===== src/rtl/tm_input_conditioner_if.sv =====
`default_nettype none
// ============================================================================
// Module  : tm_input_conditioner_if
// Brief   : Board-side switch/button bundle feeding the TuringMachine core.
// Revision: 1.0 - initial release
// ============================================================================
interface tm_input_conditioner_if #(
  parameter int NUM_BTN = 2,
  parameter int DATA_W  = 4
);
  logic [DATA_W-1:0]  sw_raw;
  logic [NUM_BTN-1:0] btn_raw;
  logic [NUM_BTN-1:0] btn_level;
  logic [NUM_BTN-1:0] btn_pulse;
  logic [DATA_W-1:0]  data_out;
  logic [DATA_W-1:0]  sw_sync;

  modport master (
    output sw_raw, btn_raw,
    input  btn_level, btn_pulse, data_out, sw_sync
  );

  modport slave (
    input  sw_raw, btn_raw,
    output btn_level, btn_pulse, data_out, sw_sync
  );
endinterface
`default_nettype wire


===== src/rtl/tm_input_conditioner.sv =====
`default_nettype none
// ============================================================================
// Module  : tm_input_conditioner
// Brief   : Synchronises/debounces buttons, makes press pulses, snapshots
//           switches on each Next press.
// Revision: 1.0 - initial release
// ============================================================================
module tm_input_conditioner #(
  parameter int DEBOUNCE_CYCLES = 1000000,
  parameter int NUM_BTN         = 2,
  parameter int DATA_W          = 4
) (
  input  logic                  clk100,
  input  logic                  reset_n,
  tm_input_conditioner_if.slave bus
);

  localparam int                c_cnt_w = $clog2(DEBOUNCE_CYCLES + 1);
  localparam logic [c_cnt_w-1:0] c_last = c_cnt_w'(DEBOUNCE_CYCLES - 1);

  logic [DATA_W-1:0]  r_sw_s1;
  logic [DATA_W-1:0]  r_sw_s2;
  logic [DATA_W-1:0]  r_data;
  logic [NUM_BTN-1:0] r_btn_s1;
  logic [NUM_BTN-1:0] r_btn_s2;
  logic [NUM_BTN-1:0] r_level;
  logic [NUM_BTN-1:0] r_pulse;
  logic [NUM_BTN-1:0] w_accept;

  // One stability counter per button; w_accept flags the cycle the level flips.
  for (genvar i = 0; i < NUM_BTN; i++) begin : g_btn
    logic [c_cnt_w-1:0] r_cnt;

    assign w_accept[i] = (r_btn_s2[i] != r_level[i]) && (r_cnt == c_last);

    always_ff @(posedge clk100 or negedge reset_n) begin
      if (!reset_n) begin
        r_cnt <= '0;
      end else if ((r_btn_s2[i] == r_level[i]) || w_accept[i]) begin
        r_cnt <= '0;
      end else begin
        r_cnt <= r_cnt + c_cnt_w'(1);
      end
    end
  end

  always_ff @(posedge clk100 or negedge reset_n) begin
    if (!reset_n) begin
      r_sw_s1  <= '0;
      r_sw_s2  <= '0;
      r_btn_s1 <= '0;
      r_btn_s2 <= '0;
      r_level  <= '0;
      r_pulse  <= '0;
      r_data   <= '0;
    end else begin
      r_sw_s1  <= bus.sw_raw;
      r_sw_s2  <= r_sw_s1;
      r_btn_s1 <= bus.btn_raw;
      r_btn_s2 <= r_btn_s1;
      r_level  <= r_level ^ w_accept;
      // Only accepted rising edges pulse; releases flip the level silently.
      r_pulse  <= w_accept & r_btn_s2;
      if (w_accept[0] && r_btn_s2[0]) begin
        r_data <= r_sw_s2;
      end
    end
  end

  assign bus.btn_level = r_level;
  assign bus.btn_pulse = r_pulse;
  assign bus.data_out  = r_data;
  assign bus.sw_sync   = r_sw_s2;

endmodule
`default_nettype wire


===== src/flat_wrapper.sv =====
// flat-port wrapper written by rule: the top's interface ports become plain ports
module tm_input_conditioner_flat 
#(
  parameter int DEBOUNCE_CYCLES = 1000000,
  parameter int NUM_BTN         = 2,
  parameter int DATA_W          = 4
)
  (clk100, reset_n, bus_sw_raw, bus_btn_raw, bus_btn_level, bus_btn_pulse, bus_data_out, bus_sw_sync);
  tm_input_conditioner_if #(.NUM_BTN(NUM_BTN), .DATA_W(DATA_W)) bus_i ();
  input  logic clk100;
  input  logic reset_n;
  input wire logic [$bits(bus_i.sw_raw)-1:0] bus_sw_raw;
  input wire logic [$bits(bus_i.btn_raw)-1:0] bus_btn_raw;
  output wire logic [$bits(bus_i.btn_level)-1:0] bus_btn_level;
  output wire logic [$bits(bus_i.btn_pulse)-1:0] bus_btn_pulse;
  output wire logic [$bits(bus_i.data_out)-1:0] bus_data_out;
  output wire logic [$bits(bus_i.sw_sync)-1:0] bus_sw_sync;
  assign bus_i.sw_raw = bus_sw_raw;
  assign bus_i.btn_raw = bus_btn_raw;
  assign bus_btn_level = bus_i.btn_level;
  assign bus_btn_pulse = bus_i.btn_pulse;
  assign bus_data_out = bus_i.data_out;
  assign bus_sw_sync = bus_i.sw_sync;
  tm_input_conditioner #(.DEBOUNCE_CYCLES(DEBOUNCE_CYCLES), .NUM_BTN(NUM_BTN), .DATA_W(DATA_W)) u_core (.clk100(clk100), .reset_n(reset_n), .bus(bus_i));
endmodule

===== config.mk =====
export PLATFORM = sky130hd
export DESIGN_NAME = tm_input_conditioner_flat
export DESIGN_NICKNAME = d
export VERILOG_FILES = /design/src/rtl/tm_input_conditioner_if.sv /design/src/rtl/tm_input_conditioner.sv /design/src/flat_wrapper.sv
export SDC_FILE = /design/constraint.sdc
export NUM_CORES = 1
export LEC_CHECK = 0
export CORE_MARGIN = 2
export CORE_UTILIZATION = 55
export DETAILED_ROUTE_END_ITERATION = 12
export GPL_TIMING_DRIVEN = 0
export PLACE_DENSITY = 0.81
export REMOVE_ABC_BUFFERS = 1
export SYNTH_ARGS = -nofsm -noshare
export SYNTH_HDL_FRONTEND = slang
export SYNTH_SLANG_ARGS = --single-unit

===== constraint.sdc =====
create_clock -name clk100 -period 2.4 [get_ports clk100]
set_input_delay 0.24 -clock clk100 [delete_from_list [all_inputs] [get_ports clk100]]
set_output_delay 0.24 -clock clk100 [all_outputs]
set_load 0.02 [all_outputs]

After elaboration in Yosys (flattened, before gate mapping)
Cells that the tools add are included.
{ "word_totals": {"regBits": 60, "latchBits": 0, "mem_bits_rw": 0, "mem_bits_ro": 0, "in_bits": 8, "output_inout_bits": 12, "elab_cells": 26, "n_memories": 0} }
{ "op_classes": {"add_sub_neg": 2, "multipliers": 0, "div": 0, "magnitude_cmp": 0, "n_eq_ne": 6, "shifts": 0, "n_mux": 2, "bitwise": 2, "reduce_logical": 5} }
{ "op_table": {"columns": ["cell", "count"], "rows": [
  ["adder 20 x 1 -> 20 bit (second input constant)", 2],
  ["equality test 20 bit (second input constant)", 2],
  ["two-way mux 20 bit", 2],
  ["logical AND 1 bit", 3],
  ["AND 2 bit", 1],
  ["equality test 1 bit", 2],
  ["logical OR 1 bit", 2],
  ["inequality test 1 bit", 2],
  ["XOR 2 bit", 1]
]} }

Logic depth before layout (Yosys ltp)
Gate-level depths: netlist of the first run.
{ "logic_depth": {"ltp_word": 4, "mapped_depth": 6, "depth_no_buf": 5} }

Worst setup path after synthesis of the first run
Ideal clock, no wire load.
{ "synth_timing": {"path_type": "register -> register", "startpoint": "register u_core.g_btn[0].r_cnt[0]", "endpoint": "register u_core.g_btn[0].r_cnt[18]", "setup_time_ns": 0.077, "arrival_time_ns": 1.845, "required_time_ns": 2.323, "path_slack_ns": 0.478, "path_stages_with_launch": 7, "n_path_buf": 1, "synth_period_minus_slack_ns": 1.922, "path_cell_list": "dfrtp_1 -> ha_1 -> nand2_1 -> or4_1 -> clkbuf_1 -> or4_1 -> a21oi_1"} }
{ "synth_between": {"elab_chain_cells": 4, "word_cells_on_any_way": 5, "cone_classes": "add/sub (1); eq/ne (1); mux (1); reduce/logical (2)"} }
{ "synth_lines": {"columns": ["item", "line_no", "text"], "rows": [
  ["start: declaration", "tm_input_conditioner.sv:32", "logic [c_cnt_w-1:0] r_cnt;"],
  ["start signal: assignment", "tm_input_conditioner.sv:42", "r_cnt <= r_cnt + c_cnt_w'(1);"],
  ["parallel branches: the longest is 3 deep, another holds adder 20 x 1 -> 20 bit", null, null],
  ["two-way mux 20 bit *", "tm_input_conditioner.sv:39", "end else if ((r_btn_s2[i] == r_level[i]) || w_accept[i]) begin"]
]} }
Mark *: on every way between the ends.
A chain may end at the register's enable or synchronous reset.

Worst setup path after layout of the first run
{ "layout_timing": {"startpoint": "register u_core.g_btn[1].r_cnt[12]", "endpoint": "register u_core.g_btn[1].r_cnt[2]"} }
{ "layout_between": {"elab_chain_cells": 4} }
{ "layout_lines": {"columns": ["item", "line_no", "text"], "rows": [
  ["start: declaration", "tm_input_conditioner.sv:32", null],
  ["start signal: assignment", "tm_input_conditioner.sv:42", null],
  ["equality test 20 bit", "tm_input_conditioner.sv:34", "assign w_accept[i] = (r_btn_s2[i] != r_level[i]) && (r_cnt == c_last);"],
  ["logical AND 1 bit", "tm_input_conditioner.sv:34", null],
  ["logical OR 1 bit", "tm_input_conditioner.sv:39", null],
  ["two-way mux 20 bit", "tm_input_conditioner.sv:39", null]
]} }
Every way passes these cells.

==> run metrics, run 1 <==
initial antenna violation count 0; Wirelength per Cell between 10 and 15 µm; DP Wirelength 3070 µm; die area 5320 µm²; Max-slew headroom between 40% and 50%; Cell Pwr Density 630 nW/µm²; critical path type reg -> reg; total wire length 4620 µm; Final setup violation count 0; Slew @ Worst Pin 835 ps; GR Overflow Total 0; pre-CTS setup slack 108 ps; final hold violations 0; final antenna-violating net count 0; status complete, no violations; Worst Hold Depth 1; total CTS buffers 9; Synth cell types 32; cells after synthesis 247; Seq/Total Area, Yosys 57.5%; Flop pwr share ~54%; routed vias 1,861; WHS Endpoint u_core.r_btn_s1[0]$_DFF_PN0_; later-pin clock latency in the skew report 340 ps; # rows 25; Startpoint Class register; layout cells sized above 1 between 10% and 20%; CP endpoint kind register; Remaining DRCs 0; fin. max-slew vios 0; setup TNS 0 ps; Initial Util 56.0%; fmax 0.464 GHz; root buffer cell clkbuf_8; Ys Warns 0; worst reg2reg startpoint u_core.g_btn[1].r_cnt[12]$_DFF_PN0_; CTS H-tree lvls 3; worst reg-to-reg setup slack 250 ps; Worst R2R Path Depth 5; min cycle time layout ~2200 ps; Gate power share 4.0%; die height around 73 µm; fin worst setup slack 247 ps; CTS max path bufs 2; Leakage 1.24 nW; switch share roughly a quarter; Via-to-Cell Ratio 5.61; Die W 72.9 µm; initial DRC count 108; Final Skew 8.92 ps; Mapped Area 2610 µm²; WP data required 2630 ps; flops & latches, synth 60; Total GRT Usage 19.3%; # clock sinks 60; synthesis-to-layout area growth 17.2%; RSZ-0062 raised after global routing no; GP Congestion slightly below 0.9; CP Data Arrival Time ~2400 ps; Port Buffers 19; clock transition at the registers of the reported paths 70 ps; Clk pwr share between 40% and 50%; number of global-route vias before repair 1,759; # diodes 0; Hold Startpoint bus_btn_raw[0]; period utilization between 80% and 90%; Post-Syn Area per Cell between 10 and 15 µm²; max-cap check violation count 0; global-route wire length before repair 7650 µm; r2r endpoint u_core.g_btn[1].r_cnt[2]$_DFF_PN0_; HP Class in -> reg; Core ar. approximately 4700 µm²; Psw 0.464 mW; CP Max Fanout 11; largest net degree at the start of global routing 38; IO Count 20; internal power 1.46 mW; Max IR drop VDD 0.000461 V; Nets between 200 and 300; DRT Pass-1 Iters 4; CTS tree built
==> Yosys cell counts, drive strengths merged <==
cell	count	area share, %
nand2b	1	0.24
o21ai	10	2.1
nor4	6	1.4
ha	2	0.96
and3	1	0.24
a21oi	11	2.1
nand4	7	2.3
nor3	9	1.7
nand3	13	2.5
and2	1	0.24
inv	8	1.2
xor2	9	3.0
or3	8	1.9
nand3b	1	0.29
or4	8	2.4
nand2	18	2.6
o31ai	4	1.2
nor2	34	4.9
mux2	5	2.2
or2	2	0.48
nor2b	1	0.24
nor4b	2	0.67
xnor2	18	6.0
nand4b	1	0.34
dfrtp	60	57
buf	4	0.96
clkbuf	3	0.43
==> worst max path at each step <==
stage | start | slack, ps | cells past startpoint | endpoint
floorplan | u_core.g_btn[1].r_cnt[0]$_DFF_PN0_ | -20 | 5 | u_core.g_btn[1].r_cnt[10]$_DFF_PN0_
global placement | reset_n | -730 | 1 | u_core.g_btn[1].r_cnt[1]$_DFF_PN0_
detailed placement | u_core.g_btn[0].r_cnt[0]$_DFF_PN0_ | 110 | 5 | u_core.g_btn[0].r_cnt[6]$_DFF_PN0_
CTS | u_core.g_btn[0].r_cnt[0]$_DFF_PN0_ | 100 | 5 | u_core.g_btn[0].r_cnt[10]$_DFF_PN0_
global route | u_core.g_btn[1].r_cnt[12]$_DFF_PN0_ | 80 | 5 | u_core.g_btn[1].r_cnt[12]$_DFF_PN0_
finish | u_core.g_btn[1].r_cnt[12]$_DFF_PN0_ | 250 | 5 | u_core.g_btn[1].r_cnt[2]$_DFF_PN0_
==> flip-flops by register name, summed over array words and instances (netlist names), named ones only <==
name / flops
u_core.r_btn_s2: 2
u_core.bus.sw_sync: 4
u_core.g_btn.r_cnt: 40
u_core.r_btn_s1: 2
u_core.bus.btn_pulse: 2
u_core.r_sw_s1: 4
u_core.bus.data_out: 4
==> final cells by class <==
cell class,count,area (µm²)
Timing Repair Buffer,22,226
Clock inverter,5,36.3
Multi-Input combinational cell,172,1060
Inverter,8,30.0
Fill cell,362,1600
Tap cell,54,67.6
Clock buffer,11,141
Sequential cell,60,1500
==> critical path, stage by stage, from the launching register on <==
cell and delay (ps):
dfrtp_1 430, nor4b_1 340, nand4_1 210, o31ai_2 780
buf_6 240, nor2_1 50
==> layout by cell type (no fill, tap or decap), types with 2 or more instances in the layout <==
master,count
xnor2_1,18
nand4_1,6
nand3_1,13
or3_1,8
dfrtp_1,60
nor4_1,6
clkbuf_8,10
or2_2,2
xor2_1,9
clkinvlp_4,3
nor3_1,9
ha_1,2
o31ai_1,3
mux2_2,5
nand2_1,18
or4_1,7
inv_1,8
o21ai_0,9
nor4b_1,2
nor2_1,34
a21oi_1,11
clkdlybuf4s50_1,18
==> through the flow <==
step | util (%) | hold slack (ps) | area [µm²] | total power [mW] | instances
floorplan | - | -55.6 | 2570 | 1.08 | 240
global placement | 60.8 | 332 | 2830 | 1.13 | 313
detailed placement | 61.4 | 239 | 2860 | 1.14 | 315
CTS | 65.5 | 327 | 3050 | 1.95 | 332
global route | 65.6 | 326 | 3060 | 2.00 | 332
finish | 65.6 | 343 | 3060 | 1.93 | 332
==> cell families after synthesis <==
logic type	after synthesis	share of synthesized area, %
multiplexers	5	2.16
buffers and inverters	15	2.54
XOR/XNOR	27	9.06
flip-flops	60	57.5
adder cells (fa/ha/maj)	2	0.958
AND/OR/NAND/NOR	113	22.5
AO/OA/AOI/OAI	25	5.32
==> repair_timing <==
action / 4_1_cts / 5_1_grt
hold endpoints to repair: 23 / 0
hold buffers: 1 / 0
gates resized for setup: 0 / 1
buffers inserted: 0 / 0
setup endpoints to repair: 0 / 19
==> power groups by stage <==
stage                     registers (mW)  clock network [mW]  logic (mW)
final                               1.04               0.810      0.0771
after CTS                           1.04               0.830      0.0783
after global placement              1.06                   0      0.0703
after detailed placement            1.06                   0      0.0763
after floorplan                     1.06                   0      0.0227
after global routing                1.04               0.866      0.0881
==> per-layer routing <==
layer	wire, µm	GRT usage (%)	up-vias
met4	95	11.3	0
met2	2250	32.0	48
met5	0	0	-
li1	-	-	912
met3	181	4.97	10
met1	2100	22.7	891
Power figures use the tool's default switching activity.
==> inputs of run 2 (changes only) <==
--- a/config.mk
+++ b/config.mk
@@ -12,4 +12,5 @@
 export PLACE_DENSITY = 0.81
 export REMOVE_ABC_BUFFERS = 1
+export SETUP_SLACK_MARGIN = 0.05
 export SYNTH_ARGS = -nofsm -noshare
 export SYNTH_HDL_FRONTEND = slang
==> constraint.sdc (replaced) <==
create_clock -name clk100 -period 2.4 [get_ports clk100]
set_input_delay 0.48 -clock clk100 [delete_from_list [all_inputs] [get_ports clk100]]
set_output_delay 0.48 -clock clk100 [all_outputs]
set_load 0.02 [all_outputs]
==> run metrics, run 2 (same netlist as run 1, synthesis figures left out) <==
Core ar. 4660 µm²; GR Overflow Total 0; Final setup violation count 0; Port Buffers 19; RSZ-0062 raised after global routing no; min cycle time layout 2160 ps; Max IR drop VDD 0.000461 V; Initial Util 56.0%; initial DRC count between 100 and 150; Nets 282; final hold violations 0; layout cells sized above 1 10.5%; # rows 25; CP peak stage delay 780 ps; WP data required 2630 ps; number of global-route vias before repair 1,759; IO Count 20; Psw 0.464 mW; Gate power share 3.9%; critical path type reg -> reg; commonest non-fill, non-tap cell in the layout dfrtp_1; Total GRT Usage 19.3%; Max-slew headroom 44.0%; fin worst setup slack 244 ps; Die W 72.9 µm; Crit path max-delay family compound AO/OA/AOI/OAI gates; CP Data Arrival Time 2390 ps; Multi-input gate area between 1000 and 1500 µm²; CP Max Fanout 11; final antenna-violating net count 0; fin. max-slew vios 0; later-pin clock latency in the skew report 340 ps; FF+latch area about 1500 µm²; commonest non-fill, non-tap cells in the layout 60 x dfrtp_1, 34 x nor2_1, 18 x nand2_1, 18 x xnor2_1, 18 x clkdlybuf4s50_1; period utilization 89.8%; Wirelength per Cell roughly 14 µm; Startpoint Class register; die area 5320 µm²; # diodes 0; total wire length 4620 µm; internal power about 1.5 mW; CTS max path bufs 2; Biggest register u_core.g_btn.r_cnt; die height roughly 73 µm; Cell Pwr Density 632 nW/µm²; root buffer cell clkbuf_8; GP Congestion 0.875; max-cap check violation count 0; Slowest-stage cell, CP o31ai_2; fmax 0.464 GHz; Final Skew 8.92 ps; status complete, no violations; Clk pwr share between 40% and 50%; # clock sinks 60; total CTS buffers 9; CTS tree built; clock transition at the registers of the reported paths 70 ps; largest net degree at the start of global routing 38; CP endpoint kind register; CP cell instances nor4b_1 -> nand4_1 -> o31ai_2 -> buf_6 -> nor2_1; DP Wirelength 3070 µm; Post-CTS Hold Fix Bufs 0; CP bufs+invs 1; Post-CTS Resized 0; setup TNS 0 ps; Slew @ Worst Pin 835 ps; Flop pwr share 54.0%; Leakage 1.24 nW; pre-CTS setup slack about 110 ps; global-route wire length before repair roughly 7600 µm; DRT Pass-1 Iters 4; routed vias 1,862; fill count 364; switch share between 20 and 25%; CTS H-tree lvls 3; worst reg-to-reg setup slack ~240 ps; synthesis-to-layout area growth 16.8%; HP Class in -> async; Remaining DRCs 0; initial antenna violation count 0; postcts setup bufs 0; max reg flops 40; Via-to-Cell Ratio between 5 and 6
run 2: cell count changes in the layout (fill, tap and decap cells not counted), sizes merged:
cell / change
dlygate4sd3: -1
run 2: worst register-to-register path, stage by stage (launching register included):
cell and delay, ps:
dfrtp_1 430, nor4b_1 340, nand4_1 210, o31ai_2 780, buf_6 240, nor2_1 60
run 2: final timing paths:
| kind | cells after the start | to | startpoint |
|---|---|---|---|
| max | 5 | u_core.g_btn[1].r_cnt[2]$_DFF_PN0_ | u_core.g_btn[1].r_cnt[12]$_DFF_PN0_ |
| min | 1 | u_core.bus.sw_sync[1]$_DFF_PN0_ | reset_n |
| max reg2reg | 5 | u_core.g_btn[1].r_cnt[2]$_DFF_PN0_ | u_core.g_btn[1].r_cnt[12]$_DFF_PN0_ |
| min reg2reg | 0 | u_core.bus.sw_sync[1]$_DFF_PN0_ | u_core.r_sw_s1[1]$_DFF_PN0_ |
| max in group asynchronous | 2 | u_core.g_btn[0].r_cnt[3]$_DFF_PN0_ | reset_n |
| min in group clk100 | 0 | u_core.bus.sw_sync[1]$_DFF_PN0_ | u_core.r_sw_s1[1]$_DFF_PN0_ |
run 2: layout make-up:
| class | instances | area share, % |
|---|---|---|
| flip-flops and latches | 60 | 49.2 |
| multi-input cells | 172 | 34.6 |
| clock buffers | 11 | 4.64 |
| inverters | 8 | 0.985 |
| well taps | 54 | 2.22 |
| repair buffers | 21 | 7.10 |
| clock inverters | 5 | 1.19 |
run 2: power groups by stage:
stage                     Clock [mW]  Sequential [mW]  Combinational (mW)
after floorplan                    0             1.06              0.0227
after global placement             0             1.06              0.0703
after detailed placement           0             1.06              0.0763
after CTS                      0.830             1.04              0.0771
after global routing           0.866             1.04              0.0868
final                          0.810             1.04              0.0758
run 2: through the flow:
step | utilization (%) | cells | instance area, µm² | power (mW) | hold WS [ps]
6_report | 65.4 | 331 | 3050 | 1.93 | 114
5_1_grt | 65.4 | 331 | 3050 | 2.00 | 154
4_1_cts | 65.3 | 331 | 3040 | 1.95 | 110
3_5_place_dp | 61.4 | 315 | 2860 | 1.14 | 335
3_3_place_gp | 60.8 | 313 | 2830 | 1.13 | 332
2_1_floorplan | - | 240 | 2570 | 1.08 | 184
run 2: routing by layer:
metal	share of wire, %	vias up	global-route usage [%]
met5	0	-	0
met4	2.1	0	11.3
met3	4.1	10	4.97
met2	49	50	32.0
met1	45	892	22.7
li1	-	910	-
